### config.mk
export PLATFORM = sky130hd
export DESIGN_NAME = idli_uart_rx_m
export DESIGN_NICKNAME = d
export VERILOG_FILES = /design/src/rtl/idli_pkg.sv /design/src/rtl/idli_urx_fifo_m.sv /design/src/rtl/idli_uart_rx_m.sv
export SDC_FILE = /design/constraint.sdc
export NUM_CORES = 1
export LEC_CHECK = 0
export CAP_MARGIN = 15
export CORE_ASPECT_RATIO = 1.75
export CORE_UTILIZATION = 64
export DETAILED_ROUTE_END_ITERATION = 12
export GPL_TIMING_DRIVEN = 0
export HOLD_SLACK_MARGIN = 0.03
export PLACE_DENSITY = 0.94
export SYNTH_ARGS = -nofsm -noshare
export SYNTH_HDL_FRONTEND = slang
export SYNTH_SLANG_ARGS = --single-unit
### constraint.sdc
create_clock -name i_urx_gck -period 5.6 [get_ports i_urx_gck]
set_input_delay 1.12 -clock i_urx_gck [delete_from_list [all_inputs] [get_ports i_urx_gck]]
set_output_delay 1.12 -clock i_urx_gck [all_outputs]
set_load 0.02 [all_outputs]
### src/rtl/idli_pkg.sv
// rtl/idli_pkg.sv - shared types and constants for the idli UART receiver
package idli_pkg;

  // Receiver frame states
  typedef enum logic [1:0] {
    IDLE  = 2'd0,
    START = 2'd1,
    DATA  = 2'd2,
    STOP  = 2'd3
  } urx_state_t;

  // Nibble carried on the core's 4-bit datapath
  typedef logic [3:0] sqi_data_t;

  localparam int URX_BITS = 8;

  // Select the low or high nibble of a received byte
  function automatic sqi_data_t urx_nibble(input logic [URX_BITS-1:0] byte_in,
                                           input logic              hi);
    return hi ? byte_in[7:4] : byte_in[3:0];
  endfunction

endpackage

### src/rtl/idli_urx_fifo_m.sv
// rtl/idli_urx_fifo_m.sv - byte FIFO with wrap-around pointers and an extra pointer bit
module idli_urx_fifo_m
  import idli_pkg::*;
#(
  parameter int DEPTH = 4
) (
  input  logic                i_clk,
  input  logic                i_rst,
  input  logic                i_push,
  input  logic [URX_BITS-1:0] i_data,
  input  logic                i_pop,
  output logic                o_full,
  output logic                o_empty,
  output logic [URX_BITS-1:0] o_head
);

  localparam int AW = $clog2(DEPTH);

  logic [URX_BITS-1:0] r_mem [DEPTH];
  logic [AW:0]         r_wr_ptr;
  logic [AW:0]         r_rd_ptr;
  logic                w_do_pop;
  logic                w_do_push;

  // Pointers match entirely when empty, differ only in the wrap bit when full
  assign o_empty   = (r_wr_ptr == r_rd_ptr);
  assign o_full    = (r_wr_ptr[AW] != r_rd_ptr[AW]) &&
                     (r_wr_ptr[AW-1:0] == r_rd_ptr[AW-1:0]);
  assign o_head    = r_mem[r_rd_ptr[AW-1:0]];
  assign w_do_pop  = i_pop && !o_empty;
  // A pop in the same cycle frees the slot, so a full FIFO still accepts the push
  assign w_do_push = i_push && (!o_full || w_do_pop);

  // Pointer advance on accepted push/pop
  always_ff @(posedge i_clk or posedge i_rst) begin
    if (i_rst) begin
      r_wr_ptr <= '0;
      r_rd_ptr <= '0;
    end else begin
      if (w_do_push) r_wr_ptr <= r_wr_ptr + 1'b1;
      if (w_do_pop)  r_rd_ptr <= r_rd_ptr + 1'b1;
    end
  end

  // Storage write; contents need no reset since the pointers gate visibility
  always_ff @(posedge i_clk) begin
    if (w_do_push) r_mem[r_wr_ptr[AW-1:0]] <= i_data;
  end

endmodule

### src/rtl/idli_uart_rx_m.sv
// rtl/idli_uart_rx_m.sv - UART 8N1 receiver, nibble-serial word return; IDLI_UART_RX_FRAME_ERR_EN enables stop-bit checking
module idli_uart_rx_m
  import idli_pkg::*;
#(
  parameter int CLKS_PER_BIT = 16,
  parameter int FIFO_DEPTH   = 4
) (
  input  logic      i_urx_gck,
  input  logic      i_urx_rst,
  input  logic      i_urx_rx,
  input  logic      i_urx_rd,
  output logic      o_urx_stall,
  output logic [3:0] o_urx_data,
  output logic      o_urx_overflow,
  output logic      o_urx_frame_err,
  input  logic      i_urx_clr
);

  localparam int            BW        = $clog2(CLKS_PER_BIT);
  localparam logic [BW-1:0] BAUD_FULL = BW'(CLKS_PER_BIT - 1);
  localparam logic [BW-1:0] BAUD_HALF = BW'(CLKS_PER_BIT / 2 - 1);

  logic                r_rx_meta;
  logic                r_rx_sync;
  logic                r_rx_prev;
  urx_state_t          r_state;
  logic [BW-1:0]       r_baud;
  logic [2:0]          r_bit_cnt;
  logic [URX_BITS-1:0] r_shift;
  logic                r_busy;
  logic [1:0]          r_phase;
  sqi_data_t           r_hi;
  logic                r_overflow;

  logic                w_stop_sample;
  logic                w_push;
  logic                w_full;
  logic                w_empty;
  logic [URX_BITS-1:0] w_head;
  logic                w_rd_start;
  logic                w_ovf_set;
  sqi_data_t           w_data;

  // Two-flop synchroniser plus one history flop for falling-edge detection
  always_ff @(posedge i_urx_gck or posedge i_urx_rst) begin
    if (i_urx_rst) begin
      r_rx_meta <= 1'b1;
      r_rx_sync <= 1'b1;
      r_rx_prev <= 1'b1;
    end else begin
      r_rx_meta <= i_urx_rx;
      r_rx_sync <= r_rx_meta;
      r_rx_prev <= r_rx_sync;
    end
  end

  // Frame FSM: half-bit to mid start bit, then one full bit per data/stop sample
  always_ff @(posedge i_urx_gck or posedge i_urx_rst) begin
    if (i_urx_rst) begin
      r_state   <= IDLE;
      r_baud    <= '0;
      r_bit_cnt <= '0;
      r_shift   <= '0;
    end else begin
      case (r_state)
        IDLE: begin
          if (r_rx_prev && !r_rx_sync) begin
            r_state <= START;
            r_baud  <= BAUD_HALF;
          end
        end
        START: begin
          if (r_baud == '0) begin
            r_baud    <= BAUD_FULL;
            r_bit_cnt <= '0;
            r_state   <= r_rx_sync ? IDLE : DATA;
          end else begin
            r_baud <= r_baud - 1'b1;
          end
        end
        DATA: begin
          if (r_baud == '0) begin
            r_baud    <= BAUD_FULL;
            r_shift   <= {r_rx_sync, r_shift[URX_BITS-1:1]};
            r_bit_cnt <= r_bit_cnt + 1'b1;
            if (r_bit_cnt == 3'd7) r_state <= STOP;
          end else begin
            r_baud <= r_baud - 1'b1;
          end
        end
        STOP: begin
          if (r_baud == '0) begin
            r_state <= IDLE;
          end else begin
            r_baud <= r_baud - 1'b1;
          end
        end
        default: r_state <= IDLE;
      endcase
    end
  end

  assign w_stop_sample = (r_state == STOP) && (r_baud == '0);

`ifdef IDLI_UART_RX_FRAME_ERR_EN
  logic r_frame_err;
  logic w_frame_bad;

  assign w_push      = w_stop_sample && r_rx_sync;
  assign w_frame_bad = w_stop_sample && !r_rx_sync;

  // Sticky framing error; a new error beats a simultaneous clear
  always_ff @(posedge i_urx_gck or posedge i_urx_rst) begin
    if (i_urx_rst) begin
      r_frame_err <= 1'b0;
    end else if (w_frame_bad) begin
      r_frame_err <= 1'b1;
    end else if (i_urx_clr) begin
      r_frame_err <= 1'b0;
    end
  end

  assign o_urx_frame_err = r_frame_err;
`else
  assign w_push          = w_stop_sample;
  assign o_urx_frame_err = 1'b0;
`endif

  idli_urx_fifo_m #(
    .DEPTH (FIFO_DEPTH)
  ) u_fifo (
    .i_clk   (i_urx_gck),
    .i_rst   (i_urx_rst),
    .i_push  (w_push),
    .i_data  (r_shift),
    .i_pop   (w_rd_start),
    .o_full  (w_full),
    .o_empty (w_empty),
    .o_head  (w_head)
  );

  assign w_rd_start = i_urx_rd && !w_empty && !r_busy;
  assign w_ovf_set  = w_push && w_full && !w_rd_start;

  // Read sequencer: pop on start, then emit high nibble and two zero nibbles
  always_ff @(posedge i_urx_gck or posedge i_urx_rst) begin
    if (i_urx_rst) begin
      r_busy  <= 1'b0;
      r_phase <= '0;
      r_hi    <= '0;
    end else if (w_rd_start) begin
      r_busy  <= 1'b1;
      r_phase <= 2'd1;
      r_hi    <= urx_nibble(w_head, 1'b1);
    end else if (r_busy) begin
      r_phase <= r_phase + 1'b1;
      if (r_phase == 2'd3) r_busy <= 1'b0;
    end
  end

  // Sticky overflow; a new drop beats a simultaneous clear
  always_ff @(posedge i_urx_gck or posedge i_urx_rst) begin
    if (i_urx_rst) begin
      r_overflow <= 1'b0;
    end else if (w_ovf_set) begin
      r_overflow <= 1'b1;
    end else if (i_urx_clr) begin
      r_overflow <= 1'b0;
    end
  end

  // Nibble mux: low nibble straight from the FIFO head on the start cycle
  always_comb begin
    w_data = '0;
    if (w_rd_start) begin
      w_data = urx_nibble(w_head, 1'b0);
    end else if (r_busy && (r_phase == 2'd1)) begin
      w_data = r_hi;
    end
  end

  assign o_urx_data     = w_data;
  assign o_urx_stall    = i_urx_rd && w_empty;
  assign o_urx_overflow = r_overflow;

endmodule

==> metrics.txt <==
status=complete, no violations; dpl hpwl=3970 um; Final period util=0.742; R2R depth=5; Post-DRT Antenna Nets=0; FMAX=241 MHz; wire per inst=21.1 um; IO buf count=10; vias in the first global route=about 1800; worst r2r src=r_baud[0]; Root Buffer=clkbuf_8; Pre-antenna DRT Iters=4; GRT met1 Usage=0.270; Die Width=53.9 um; skew final=11.7 ps; core area=4480 um2; CTS resizes=0; diodes inserted=0; Min Clock Period, post-route=4160 ps; origin of the worst min-delay path=r_rx_meta; Final Setup Violations=0; Synth area leader=edfxtp_1; Yosys cell types=45; FP Rows=32; H-tree Lvls=3; register area share after synthesis=0.601; grt peak-use layer=met2; GR Overflow Total=0; CP Capture Type=output pin; Reg clk slew, reported paths=60 ps; Hold EP=r_rx_sync; Routed WL=about 5600 um; worst reg-to-reg setup slack=3330 ps; hold-fix buffer count after cts=0; Post-Syn Nets=~210; layout cell share with drive strength beyond 1=0.223; Die Span Y=92.9 um; Hold Path Class=register to register; Slew @ Worst Pin=754 ps; CTS buffer count=9; DRC=0; max-cap violations=0; Reg-to-Reg End=u_fifo.r_mem[1][6]; Pleak=1.36 nW; Yosys reg bits=66; first-pass GRT wire length=~9000 um; DIE AREA=5010 um2; GRT Util Overall=0.270; met2 usage=0.474; Clock Tree Buf Depth=2; CP Max Fanout=10; Post-DP Area=3210 um2; CP arrival=3040 ps; WP data required=around 4500 ps; clk_lat worst skew=around 340 ps; Cell Pwr Density=507 nW/um2; Area contributors post-synth=edfxtp_1 (32%), dfrtp_1 (26%), ha_1 (6.2%); setup bufs post-CTS=0; io pins=12; GPL Wtd Cong=0.774; worst rel slew slack=0.493; synthesized cell area=3020 um2; drt initial violations=74; Synth warnings=0; fin area=3400 um2; Hold Fails Final Rpt=0; syn avg cell area=about 16 um2; pin count of the biggest net entering global routing=24; Crit Path Category=input port to output pin; Via Count=1661; nets@finish=230; worst vdd ir=around 0.57 mV; initial core utilization=0.674; Num Clock Sinks=66; CTS tree=yes; setup TNS=0 ps; RSZ-0062 raised after global routing=no; Slew Limit Fails=0; hold depth=0; Startpoint Class=input port; Yosys top cell area share=0.318; Gate Count Post-Synth=188; M3 GR Usage=0.0591; P&R area growth vs syn=12.4%; initial antenna violation count=0; vias per cell=6.24
synthesized netlist by cell type, drive strengths merged:
cell type  instances
a31o               1
nor2               6
a31oi              2
nand3              3
mux2i              1
nand2              5
nor2b              1
o31ai              2
o21bai             1
o32a               2
edfxtp            32
dfrtp             31
or3b               1
a21boi             1
dfstp              3
mux2              14
ha                15
a22oi              1
and2               6
mux4               8
buf                5
a41oi              1
nand2b             1
a22o               2
a32o               5
nor3               1
conb               1
o21ai              4
xnor2              5
o32ai              2
o211ai             1
nor3b              2
inv               13
a21oi              5
nand4bb            1
xor2               3
cells in the final DEF (no fill, tap or decap), types with 3 or more instances in the layout:
master           synthesis  layout
a21oi_1                  5       5
nand3_1                  3       3
mux2_2                  12      12
nand2_1                  4       4
clkinv_2                 0       3
mux4_1                   7       7
clkbuf_8                 0       9
xnor2_1                  3       3
dfstp_2                  3       3
nor2_1                   6       6
dfrtp_1                 31      31
a32o_1                   5       5
ha_1                    15      15
inv_1                   13      13
edfxtp_1                32      32
o21ai_0                  4       4
and2_1                   5       5
clkdlybuf4s50_1          0      10
buf_6                    3       3
worst max path at each step:
stage	startpoint	end	slack [ps]	depth (start not counted)
after global routing	i_urx_rd	o_urx_data[0]	1330	6
after floorplan	i_urx_rd	o_urx_data[0]	2630	4
after CTS	i_urx_rd	o_urx_data[1]	1460	6
after detailed placement	i_urx_rd	o_urx_data[0]	1470	6
after global placement	i_urx_rd	o_urx_data[3]	1530	6
final	i_urx_rd	o_urx_data[0]	1440	6
cell families (layout without fill, tap and decap cells):
kind of cell | count (synthesis) | count (layout) | share of synthesized area
mux | 23 | 23 | 0.126
other cells | 1 | 1 | 0.00124
compound gates | 30 | 30 | 0.0882
flops | 66 | 66 | 0.601
xor+xnor | 8 | 8 | 0.0381
simple gates | 27 | 27 | 0.0509
buf+inv | 18 | 45 | 0.0323
fa+ha+maj | 15 | 15 | 0.0621
cell type report:
| class | count | area [um2] |
|---|---|---|
| multi-input cells | 104 | 1110 |
| fillers | 233 | 1090 |
| inverters | 13 | 48.8 |
| well taps | 51 | 63.8 |
| flip-flops and latches | 66 | 1820 |
| clock inverters | 7 | 60.1 |
| repair buffers | 11 | 128 |
| clock buffers | 9 | 124 |
| plain buffers | 5 | 48.8 |
sequential cells by signal, indices dropped and copies added, names as in the netlist, named ones only:
register / cells
r_bit_cnt: 3
r_rx_sync: 1
r_baud: 4
u_fifo.r_rd_ptr: 3
r_shift: 8
r_hi: 4
r_phase: 2
r_rx_meta: 1
o_urx_overflow: 1
u_fifo.r_mem: 32
r_busy: 1
u_fifo.r_wr_ptr: 3
r_state: 1
r_rx_prev: 1
stage by stage:
| stage | hold WS (ps) | std cells | total power, mW | util | worst slack (ps) |
|---|---|---|---|---|---|
| after floorplan | 345 | 188 | 1.16 | - | 2630 |
| after global routing | 366 | 266 | 1.82 | 0.758 | 1330 |
| after global placement | 347 | 249 | 1.27 | 0.710 | 1530 |
| after detailed placement | 347 | 250 | 1.34 | 0.717 | 1470 |
| after CTS | 360 | 266 | 1.72 | 0.758 | 1460 |
| final | 358 | 266 | 1.72 | 0.758 | 1440 |
worst max-delay path, stage by stage:
cell	delay [ps]
clkdlybuf4s50_1	500
nand2b_1	150
a31oi_4	310
buf_6	210
a32o_1	140
clkdlybuf4s50_1	600
metal layers:
metal / routed length [um] / vias to the layer above
met2: 3200 / 48
met5: 0 / -
li1: - / 759
met1: 2030 / 834
met3: 178 / 20
met4: 212 / 0
where the power goes:
part | switching, mW | leakage [nW] | internal, mW
clock | 0.172 | 0.0939 | 0.200
combinational | 0.339 | 0.570 | 0.326
sequential | 0.0918 | 0.696 | 0.594
total | 0.602 | 1.36 | 1.12
No activity file was read; power rests on OpenSTA's default activity.
